File: config.mk
export PLATFORM = sky130hd
export DESIGN_NAME = qmn_addsub_pipe
export DESIGN_NICKNAME = d
export VERILOG_FILES = /design/src/rtl/qmn_addsub_pipe.sv
export SDC_FILE = /design/constraint.sdc
export NUM_CORES = 1
export LEC_CHECK = 0
export BUFFER_PORTS_ARGS = -buffer_cell sky130_fd_sc_hd__buf_4
export CORE_ASPECT_RATIO = 1.1
export CORE_MARGIN = 4
export CORE_UTILIZATION = 56
export CTS_CLUSTER_DIAMETER = 120
export DETAILED_ROUTE_END_ITERATION = 10
export GPL_TIMING_DRIVEN = 0
export PLACE_DENSITY = 0.81
export SLEW_MARGIN = 20
export SYNTH_ARGS = -nofsm -noshare
export SYNTH_HDL_FRONTEND = slang
export SYNTH_SLANG_ARGS = --single-unit
File: constraint.sdc
create_clock -name clk -period 4.32 [get_ports clk]
set_input_delay 0.432 -clock clk [delete_from_list [all_inputs] [get_ports clk]]
set_output_delay 0.432 -clock clk [all_outputs]
set_load 0.05 [all_outputs]
File: src/rtl/qmn_addsub_pipe.sv
// Two-stage signed Qm.n adder/subtractor with valid/ready flow control,
// optional saturation and a saturating count of delivered overflow beats.
module qmn_addsub_pipe #(
  parameter int INT_BITS  = 8,
  parameter int FRAC_BITS = 8,
  parameter bit SATURATE  = 1'b1,
  parameter int CNT_BITS  = 8
) (
  input  logic                          clk,
  input  logic                          rst,
  input  logic                          in_valid,
  output logic                          in_ready,
  input  logic [INT_BITS+FRAC_BITS-1:0] operand1,
  input  logic [INT_BITS+FRAC_BITS-1:0] operand2,
  input  logic                          add_sub,
  output logic                          out_valid,
  input  logic                          out_ready,
  output logic [INT_BITS+FRAC_BITS-1:0] result,
  output logic                          overflow,
  output logic [CNT_BITS-1:0]           ovf_count
);

  localparam int W = INT_BITS + FRAC_BITS;

  logic         s1_valid;
  logic [W-1:0] s1_a;
  logic [W-1:0] s1_b;
  logic         s1_sub;

  logic         advance;
  logic         accept;
  logic         deliver;

  logic [W:0]   a_x;
  logic [W:0]   b_x;
  logic [W:0]   sum;
  logic         ovf;
  logic [W-1:0] res_c;

  assign advance = !out_valid || out_ready;
  assign in_ready = !s1_valid || advance;
  assign accept = in_valid && in_ready;
  assign deliver = out_valid && out_ready;

  // One guard bit makes the sum exact; overflow shows as guard != MSB.
  always_comb begin
    a_x = {s1_a[W-1], s1_a};
    b_x = {s1_b[W-1], s1_b};
    sum = s1_sub ? (a_x - b_x) : (a_x + b_x);
    ovf = sum[W] ^ sum[W-1];
    res_c = sum[W-1:0];
    if (ovf && SATURATE) begin
      res_c = sum[W] ? {1'b1, {(W-1){1'b0}}} : {1'b0, {(W-1){1'b1}}};
    end
  end

  always_ff @(posedge clk) begin
    if (rst) begin
      s1_valid <= 1'b0;
      s1_a     <= '0;
      s1_b     <= '0;
      s1_sub   <= 1'b0;
    end else if (accept) begin
      s1_valid <= 1'b1;
      s1_a     <= operand1;
      s1_b     <= operand2;
      s1_sub   <= add_sub;
    end else if (advance) begin
      s1_valid <= 1'b0;
    end
  end

  always_ff @(posedge clk) begin
    if (rst) begin
      out_valid <= 1'b0;
      result    <= '0;
      overflow  <= 1'b0;
    end else if (advance) begin
      out_valid <= s1_valid;
      if (s1_valid) begin
        result   <= res_c;
        overflow <= ovf;
      end
    end
  end

  // Counts only beats the consumer actually took, sticking at all-ones.
  always_ff @(posedge clk) begin
    if (rst) begin
      ovf_count <= '0;
    end else if (deliver && overflow && (ovf_count != {CNT_BITS{1'b1}})) begin
      ovf_count <= ovf_count + 1'b1;
    end
  end

endmodule

==> results.txt, run 1 <==
H-tree depth - 3
antenna violations before repair - 0
Post-Synth Adder-Cell Area - 0.06715
Std-Cell Rows - 30
Post-Syn Instances - 472
Post-CTS Hold Buffers - 0
syn avg cell area - 7.738 sq um
Starting Density - 0.5826
synthesis-stage register bit count - 60
Synthesized Nets - 528
Setup Fix Bufs, Post-CTS - 0
Synth cell types - 51
Final ANT Viol Nets - 0
Worst Path Arrival - 4.15 ns
XOR/XNOR Fraction of Synth Area - 0.08153
Initial DRC Count - 181
TritonCTS clock tree - done
final setup vio count - 0
Nets - 602
synthesis-to-finish area growth - 21.00%
fin. max-slew vios - 0
vias in the first global route - 3278
Slowest cell on crit path - nor3_1
slowest stage delay, CP - 0.41 ns
# Max-Cap Violations - 0
core area - 0.006269 sq mm
Filler Cell Count - 513
fin crit share - 0.9058
Hold Path Origin - in_valid
DRC violations left - 0
Synth Area in Compound Gates - 0.2354
Multi-input gate area - 0.002282 sq mm
global-route wire length before repair - 14810 microns
path depth of the worst reg2reg path - 14
TritonRoute pass-1 iters - 4
main combinational cell family by area after synthesis - compound AO/OA/AOI/OAI gates
peak supply drop - 0.0002412 V
Seq/Total Area, Yosys - 0.3289
largest net degree at the start of global routing - 11
ANT cells - 0
Clock Latency Late Sink - 0.34 ns
cells along the critical path - nor3_1, a21oi_1, nor2_1, o21ai_0, xnor2_1, ha_1, a21oi_1, o211ai_1, a221oi_1, o21ai_0, xnor2_1, buf_4, nand3_1, a311oi_1
mux contribution to synthesized area - 0.008222
EDFF count, synth - 0
final hold violations - 0
Vias/cell - 5.707
Ports - 64
port bufs - 63
post-cts sizing count - 0
height of the die - 92.70 microns
Yosys Warn Count - 0
Worst setup EP type - register
HPWL after DPL - 6941 microns
global route overflow - 0
WHS Path Cells - 3
Worst Path Max Fanout - 10
Die X - 85 microns
share of layout cells above drive strength 1 - 0.1869
Reg clk slew, reported paths - 0.07 ns
critical path launch point type - register
top_reg_cell synth - dfxtp_1
Hold Path Sink - s1_valid
maximum clock frequency - 255.6 MHz
PwrDens - 403.9 mW/mm^2
CTS root buf - clkbuf_8
CP required - 4.56 ns
simple logic cell fraction of the synthesized area - 0.2326
status - finished clean
Pleak - 1.835 nW
Setup Skew - 0.008113 ns
Slew @ Worst Pin - 0.6969 ns
r2r endpoint - overflow
cts bufs inserted - 9
flop-to-flop setup slack - 0.41 ns
Max-slew headroom - 0.5354
crit path kind - register to register
fin crit period - 3.913 ns
Setup TNS - 0 ns
GRT Util Overall - 0.2307
reg2reg start - s1_b[2]
Post-Syn Area - 0.003652 sq mm
Post-synth ARST share - 0
min-delay worst type - input port to register
WL/cell - 14.16 microns
register area - 0.001201 sq mm
DRT Wirelength - 8937 microns
GPL Wtd Cong - 0.8949
Worst setup startpoint - s1_b[2]
Clock Path Buffers - 2
Power Total - 0.001785 W
RSZ-0062 raised after global routing - false
Die ar. - 0.007880 sq mm
total number of vias - 3601
# clock sinks - 60
## synth_stat cells (all sizes together), types with 2 or more instances
| cell type | number | share of area |
|---|---|---|
| nand2 | 100 | 0.11 |
| dfxtp | 60 | 0.33 |
| a21oi | 54 | 0.074 |
| nor2 | 50 | 0.051 |
| xnor2 | 23 | 0.055 |
| o21ai | 22 | 0.030 |
| clkbuf | 20 | 0.021 |
| ha | 18 | 0.062 |
| a311oi | 14 | 0.051 |
| xor2 | 11 | 0.026 |
| inv | 9 | 0.0092 |
| nand3 | 9 | 0.012 |
| o22ai | 8 | 0.019 |
| buf | 7 | 0.016 |
| nor2b | 5 | 0.0086 |
| nor3 | 5 | 0.0069 |
| o21a | 4 | 0.0082 |
| o31ai | 4 | 0.011 |
| a22oi | 3 | 0.0062 |
| and3 | 3 | 0.0051 |
| mux2i | 3 | 0.0082 |
| nand2b | 3 | 0.0051 |
| nand4 | 3 | 0.0051 |
| nor3b | 3 | 0.0062 |
| nor4 | 3 | 0.0051 |
| o211ai | 3 | 0.0062 |
| o21bai | 3 | 0.0062 |
| or3 | 3 | 0.0051 |
| or4 | 3 | 0.0072 |
| a211oi | 2 | 0.0041 |
| a21o | 2 | 0.0041 |
| a221oi | 2 | 0.0048 |
| a31oi | 2 | 0.0034 |
## registers in the layout, summed over array words and instances (netlist names)
name       flops
overflow       1
s1_valid       1
s1_sub         1
ovf_count      8
s1_a          16
result        16
out_valid      1
s1_b          16
## worst max-delay path by stage
stage / end / slack (ns) / cells after the start
finish: overflow / 0.41 / 14
global route: result[14] / 0.08 / 14
CTS: result[11] / 0.42 / 14
detailed placement: result[11] / 0.48 / 14
global placement: result[8] / 0.61 / 15
floorplan: result[3] / 1.07 / 15
## metal layers
| metal | vias to the layer above | global-route usage | wire length [microns] | share of wire |
|---|---|---|---|---|
| met1 | 1650 | 0.2808 | 3805 | 0.43 |
| met3 | 23 | 0.05071 | 548 | 0.061 |
| met2 | 126 | 0.3912 | 4356 | 0.49 |
| li1 | 1802 | - | - | - |
| met5 | - | 0 | 0 | 0 |
| met4 | 0 | 0.09367 | 226 | 0.025 |
## cell usage in the layout (no fill, tap or decap), types with 4 or more instances in the layout
cell / synthesis / layout
xor2_1: 11 / 11
nand2_2: 5 / 5
a21oi_1: 54 / 54
o21a_1: 4 / 4
nand3_1: 9 / 9
a311oi_2: 10 / 10
buf_4: 1 / 64
ha_1: 18 / 18
clkbuf_1: 20 / 22
a311oi_1: 4 / 4
xnor2_1: 23 / 23
o22ai_1: 5 / 5
dfxtp_1: 60 / 60
clkbuf_8: 0 / 10
inv_1: 9 / 9
o21ai_0: 20 / 20
nor2_1: 50 / 50
nor3_1: 5 / 5
nand2_1: 95 / 95
nor2b_1: 5 / 5
## cell families (layout without fill, tap and decap cells)
family | count (synthesis) | after routing
and+or+nand+nor | 194 | 194
AOI/OAI and AO/OA | 126 | 126
DFF | 60 | 60
buffers and inverters | 36 | 115
xor gates and xnor gates | 34 | 34
adders and majority gates | 19 | 19
muxes | 3 | 3
## metrics by stage
stage	instance area (sq um)	instances	setup slack (ns)	hold slack (ns)	utilization
2_1_floorplan	3652	472	1.072	0.4363	-
3_3_place_gp	4225	615	0.6083	0.4425	0.6741
3_5_place_dp	4225	615	0.4840	0.4513	0.6741
4_1_cts	4419	631	0.4225	0.3049	0.7050
5_1_grt	4419	631	0.08190	0.3335	0.7050
6_report	4419	631	0.4070	0.3103	0.7050
## critical path, delay by kind of cell (launching register included)
kind / cells / cell delay, ns
AO/OA/AOI/OAI: 7 / 1.59
XOR/XNOR: 2 / 0.38
adder cells (fa/ha/maj): 1 / 0.38
buffers and inverters: 1 / 0.24
flip-flops: 1 / 0.36
AND/OR/NAND/NOR: 3 / 0.86
## report_power, final
| group | leakage (nW) | internal (W) | switching, W |
|---|---|---|---|
| logic | 1.24 | 0.000268 | 0.000403 |
| clock network | 0.100 | 0.000281 | 0.000216 |
| registers | 0.493 | 0.000588 | 0.0000280 |
## area by class of cell
| cell class | count | share of cell area |
|---|---|---|
| Tap cell | 80 | 0.02265 |
| Buffer | 27 | 0.03058 |
| Clock inverter | 4 | 0.01104 |
| Clock buffer | 12 | 0.03284 |
| Sequential cell | 60 | 0.2718 |
| Inverter | 9 | 0.007644 |
| Multi-Input combinational cell | 376 | 0.5164 |
| Timing Repair Buffer | 63 | 0.1070 |
Note: power is estimated with default switching activity, not from simulation.
==> inputs of run 2 (changes only) <==
--- a/config.mk
+++ b/config.mk
@@ -12,7 +12,7 @@
 export CTS_CLUSTER_DIAMETER = 120
 export DETAILED_ROUTE_END_ITERATION = 10
 export GPL_TIMING_DRIVEN = 0
-export PLACE_DENSITY = 0.81
+export PLACE_DENSITY = 0.91
 export SLEW_MARGIN = 20
 export SYNTH_ARGS = -nofsm -noshare
 export SYNTH_HDL_FRONTEND = slang
==> run 2 against run 1 <==
Setup slack lost 0.084 ns. Worst hold slack better by 0.016 ns. Register-to-register slack worse by 0.08 ns. Sequential share of layout area decreased by 0.18 points. Critical path depth unchanged. Largest cell class unchanged. Highest routed layer unchanged.
==> results.txt, run 2 (same netlist as run 1, synthesis figures left out) <==
status - finished clean
Clock Path Buffers - 2
Post-CTS Hold Buffers - 0
WL/cell - 15.00 microns
Comb pwr share - 0.364
post-route design area - 0.004449 sq mm
Final ANT Viol Nets - 0
CP required - 4.56 ns
# clock sinks - 60
DRC violations left - 0
cells along the critical path - nor4_1, nand3_1, o21bai_1, o21ai_0, xnor2_1, ha_1, a21oi_1, o21bai_1, or3_1, a21oi_1, or3_1, buf_1, nand3_1, a311oi_1
vias in the first global route - 3313
height of the die - 92.70 microns
flop-to-flop setup slack - 0.32 ns
Slew @ Worst Pin - 0.6865 ns
final setup vio count - 0
dpl cell area - 0.004225 sq mm
power share of the clock group - 0.306
# Max-Cap Violations - 0
Worst setup EP type - register
global route overflow - 0
Slowest cell on crit path - nor4_1
TritonCTS clock tree - done
synthesis-to-finish area growth - 21.82%
critical path launch point type - register
fin crit period - 3.997 ns
Setup Skew - 0.008020 ns
Post-Place Setup Slack - 0.5048 ns
Regs by FF count - result: 16 flops, s1_a: 16 flops, s1_b: 16 flops
RSZ-0062 raised after global routing - false
TritonRoute pass-1 iters - 5
Clock Latency Late Sink - 0.35 ns
fin util - 0.7098
sequential share of power - 0.330
Sw Share - 0.3525
final worst slack - 0.3233 ns
GRT Util Overall - 0.2374
slowest stage delay, CP - 0.43 ns
min-delay worst type - input port to register
fin crit share - 0.9252
delay-heaviest family, CP - simple AND/OR/NAND/NOR gates
CTS root buf - clkbuf_8
DRT Wirelength - 9451 microns
Power Total - 0.001867 W
crit path kind - register to register
core area - 0.006269 sq mm
final hold violations - 0
largest net degree at the start of global routing - 11
commonest cells after routing, fill and taps aside - nand2_1, buf_4, dfxtp_1, a21oi_1, nor2_1
GPL Wtd Cong - 0.8916
port bufs - 63
Die X - 85 microns
Filler Cell Count - 504
Multi-input gate area - 0.002282 sq mm
HPWL after DPL - 7094 microns
ANT cells - 0
global-route wire length before repair - 15060 microns
Starting Density - 0.5826
Vias/cell - 5.746
antenna violations before repair - 0
Die ar. - 0.007880 sq mm
peak supply drop - 0.0002375 V
maximum clock frequency - 250.2 MHz
commonest non-fill, non-tap cell in the layout - nand2_1
Max-slew headroom - 0.5423
Switching Power - 0.0006581 W
CP bufs+invs - 1
Std-Cell Rows - 30
Ports - 64
H-tree depth - 3
Reg clk slew, reported paths - 0.07 ns
post-cts sizing count - 0
Setup Fix Bufs, Post-CTS - 0
PwrDens - 419.6 mW/mm^2
total number of vias - 3620
Setup TNS - 0 ns
fin. max-slew vios - 0
share of layout cells above drive strength 1 - 0.1891
cts bufs inserted - 9
Worst Path Max Fanout - 6
Pleak - 1.846 nW
Initial DRC Count - 191
Internal Power - 0.001209 W
Nets - 602
register area - 0.001201 sq mm
Worst Path Arrival - 4.24 ns
run 2: cell count changes in the layout (fill, tap and decap cells not counted), sizes merged:
cell,previous run,this run
clkinv,3,1
bufinv,1,2
clkbuf,32,31
clkinvlp,0,1
run 2: cell type report:
type,instances,share of cell area
multi-input combinational,376,0.5129
buffer,27,0.03037
inverter,9,0.007593
timing repair buffer,63,0.1063
tap,80,0.02250
sequential,60,0.2700
clock buffer,11,0.03403
clock inverter,4,0.01631
run 2: worst register-to-register path: cells and delay by family, from the launching register on:
family	cells	cell delay, ns
AND/OR/NAND/NOR	5	1.34
AO/OA/AOI/OAI	6	1.27
flip-flops	1	0.37
adder cells (fa/ha/maj)	1	0.36
XOR/XNOR	1	0.30
buffers and inverters	1	0.27
run 2: metrics by stage:
step	hold slack (ns)	instances
after floorplan	0.4363	472
after global placement	0.4417	615
after detailed placement	0.4537	615
after CTS	0.3161	630
after global routing	0.3210	630
final	0.3267	630
run 2: power groups by stage:
stage	registers, W	clock network (W)	logic [W]
floorplan	0.000680	0	0.000456
global placement	0.000626	0	0.000641
detailed placement	0.000628	0	0.000665
CTS	0.000616	0.000575	0.000675
global route	0.000621	0.000603	0.000739
finish	0.000617	0.000570	0.000680
run 2: worst paths after layout:
| path | startpoint | endpoint | depth (start not counted) |
|---|---|---|---|
| setup / recovery | s1_b[5] | result[11] | 14 |
| hold / removal | operand2[14] | s1_b[14] | 3 |
| setup reg to reg | s1_b[5] | result[11] | 14 |
| hold reg to reg | result[2] | result[2] | 2 |
run 2: routing by layer:
layer / vias to the layer above / global-route usage / share of wire
met4: 0 / 0.09235 / 0.022
li1: 1800 / - / -
met3: 19 / 0.06673 / 0.073
met2: 129 / 0.4139 / 0.51
met1: 1672 / 0.2722 / 0.40
met5: - / 0 / 0
==> inputs of run 3 (changes only) <==
--- a/config.mk
+++ b/config.mk
@@ -8,11 +8,12 @@
 export BUFFER_PORTS_ARGS = -buffer_cell sky130_fd_sc_hd__buf_4
 export CORE_ASPECT_RATIO = 1.1
 export CORE_MARGIN = 4
-export CORE_UTILIZATION = 56
+export CORE_UTILIZATION = 60
 export CTS_CLUSTER_DIAMETER = 120
 export DETAILED_ROUTE_END_ITERATION = 10
 export GPL_TIMING_DRIVEN = 0
-export PLACE_DENSITY = 0.91
+export PLACE_DENSITY = 0.95
+export SETUP_SLACK_MARGIN = 0.3
 export SLEW_MARGIN = 20
 export SYNTH_ARGS = -nofsm -noshare
 export SYNTH_HDL_FRONTEND = slang
==> constraint.sdc (replaced) <==
create_clock -name clk -period 4.7 [get_ports clk]
set_input_delay 0.47 -clock clk [delete_from_list [all_inputs] [get_ports clk]]
set_output_delay 0.47 -clock clk [all_outputs]
set_load 0.05 [all_outputs]
==> run 3 against run 2 <==
Cell count down 0.48%. Sequential cell count unchanged. Setup slack better by 0.41 ns. Critical endpoint is now result[0].
==> results.txt, run 3 (same netlist as run 1, synthesis figures left out) <==
path depth of the worst reg2reg path - 16
critical path launch point type - register
cts bufs inserted - 9
Setup Skew - 0.007568 ns
maximum clock frequency - 252.3 MHz
fin crit period - 3.963 ns
total number of vias - 3624
antenna violations before repair - 0
post-cts sizing count - 0
Starting Density - 0.6252
Clock Path Buffers - 2
Filler Cell Count - 434
Nets - 602
CP bufs+invs - 3
flop-to-flop setup slack - 0.74 ns
Die ar. - 0.007401 sq mm
H-tree depth - 3
slowest stage delay, CP - 0.43 ns
Ports - 64
Hold Path Sink - s1_valid
final hold violations - 0
cells along the critical path - nor3_1, a21oi_1, nor2_1, nand2_1, xnor2_1, ha_1, clkbuf_1, a21oi_1, o211ai_1, a221oi_1, o21ai_0, xnor2_1, buf_4, buf_12, o31ai_2, a311oi_2
height of the die - 89.83 microns
Die X - 82.39 microns
CTS root buf - clkbuf_8
Switching Power - 0.0006020 W
Reg clk slew, reported paths - 0.07 ns
largest net degree at the start of global routing - 11
Regs by FF count - result: 16 flops, s1_a: 16 flops, s1_b: 16 flops
GRT Util Overall - 0.2596
final worst slack - 0.7367 ns
synthesis-to-finish area growth - 20.42%
met2 usage - 0.4425
Clock Latency Late Sink - 0.35 ns
Pleak - 1.821 nW
core area - 0.005842 sq mm
Worst setup EP type - register
met3 global-route usage - 0.07400
WHS Path Cells - 3
DRT Wirelength - 9278 microns
final setup vio count - 0
TritonCTS clock tree - done
Worst Path Arrival - 4.22 ns
sequential share of power - 0.354
Internal Power - 0.001003 W
global-route wire length before repair - 15320 microns
commonest non-fill, non-tap cell in the layout - nand2_1
Comb pwr share - 0.388
PwrDens - 364.9 mW/mm^2
min-delay worst type - input port to register
peak supply drop - 0.0002973 V
GPL Wtd Cong - 0.8661
fin. max-slew vios - 0
Sw Share - 0.3752
# Max-Cap Violations - 0
status - finished clean
r2r endpoint - result[0]
Hold Path Origin - in_valid
Post-Place Setup Slack - 0.8495 ns
# clock sinks - 60
HPWL after DPL - 7196 microns
commonest cells after routing, fill and taps aside - nand2_1, buf_4, dfxtp_1, a21oi_1, nor2_1
CP required - 4.96 ns
vias in the first global route - 3534
Vias/cell - 5.780
Slowest cell on crit path - nor3_1
port bufs - 63
gr busiest metal - met2
global route overflow - 0
crit path kind - register to register
met1 usage - 0.2922
RSZ-0062 raised after global routing - false
delay-heaviest family, CP - compound AO/OA/AOI/OAI gates
Setup TNS - 0 ns
DRC violations left - 0
Final ANT Viol Nets - 0
Initial DRC Count - 154
Setup Fix Bufs, Post-CTS - 0
Worst Path Max Fanout - 10
Post-CTS Hold Buffers - 0
Slew @ Worst Pin - 0.7240 ns
Std-Cell Rows - 29
fin crit share - 0.8433
WL/cell - 14.80 microns
reg2reg start - s1_b[2]
power share of the clock group - 0.258
share of layout cells above drive strength 1 - 0.1891
ANT cells - 0
Max-slew headroom - 0.5173
TritonRoute pass-1 iters - 5
==> run 3: cell types whose count changed in the layout (fill, tap and decap cells not counted), sizes merged <==
cell      delta
bufinv       -2
clkinv       +1
clkinvlp     +1
==> run 3: worst max path at each step <==
stage / startpoint / to / slack [ns] / depth (start not counted)
floorplan: s1_b[2] / result[3] / 1.45 / 15
global placement: s1_b[2] / result[12] / 1.02 / 15
detailed placement: s1_b[2] / result[12] / 0.85 / 16
CTS: s1_b[2] / result[12] / 0.81 / 16
global route: s1_b[2] / result[12] / 0.51 / 16
finish: s1_b[2] / result[0] / 0.74 / 16
==> run 3: power by group through the flow <==
stage                     Clock, W  Sequential [W]  Combinational, W
after detailed placement         0        0.000578          0.000610
final                     0.000415        0.000567          0.000623
after global placement           0        0.000575          0.000587
after CTS                 0.000418        0.000567          0.000616
after global routing      0.000441        0.000571          0.000676
after floorplan                  0        0.000625          0.000419
==> run 3: routing by layer <==
layer,vias to the layer above,part of all wire
li1,1794,-
met5,-,0
met3,36,0.070
met2,134,0.51
met4,0,0.036
met1,1660,0.39
==> run 3: tightest hold or removal path, delay by kind of cell <==
| family | cells | cell delay (ns) |
|---|---|---|
| AO/OA/AOI/OAI | 1 | 0.03 |
| buffers and inverters | 1 | 0.09 |
| AND/OR/NAND/NOR | 1 | 0.06 |
==> run 3: area by class of cell <==
type / instances / area (sq um) / share of cell area
Multi-Input combinational cell: 376 / 2282 / 0.5189
Sequential cell: 60 / 1201 / 0.2731
Timing Repair Buffer: 63 / 473.0 / 0.1075
Clock buffer: 11 / 151.4 / 0.03442
Buffer: 27 / 135.1 / 0.03073
Tap cell: 77 / 96.34 / 0.02191
Inverter: 9 / 33.78 / 0.007681
Clock inverter: 4 / 25.02 / 0.005690
==> run 3: stage by stage <==
stage	power, W	std cells	hold slack, ns	utilization	cell area [sq um]
after global routing	0.001689	627	0.3625	0.7528	4398
after floorplan	0.001044	472	0.4363	-	3652
after CTS	0.001601	627	0.3343	0.7528	4398
after detailed placement	0.001188	612	0.4506	0.7226	4222
final	0.001605	627	0.3399	0.7528	4398
after global placement	0.001163	612	0.4427	0.7226	4222
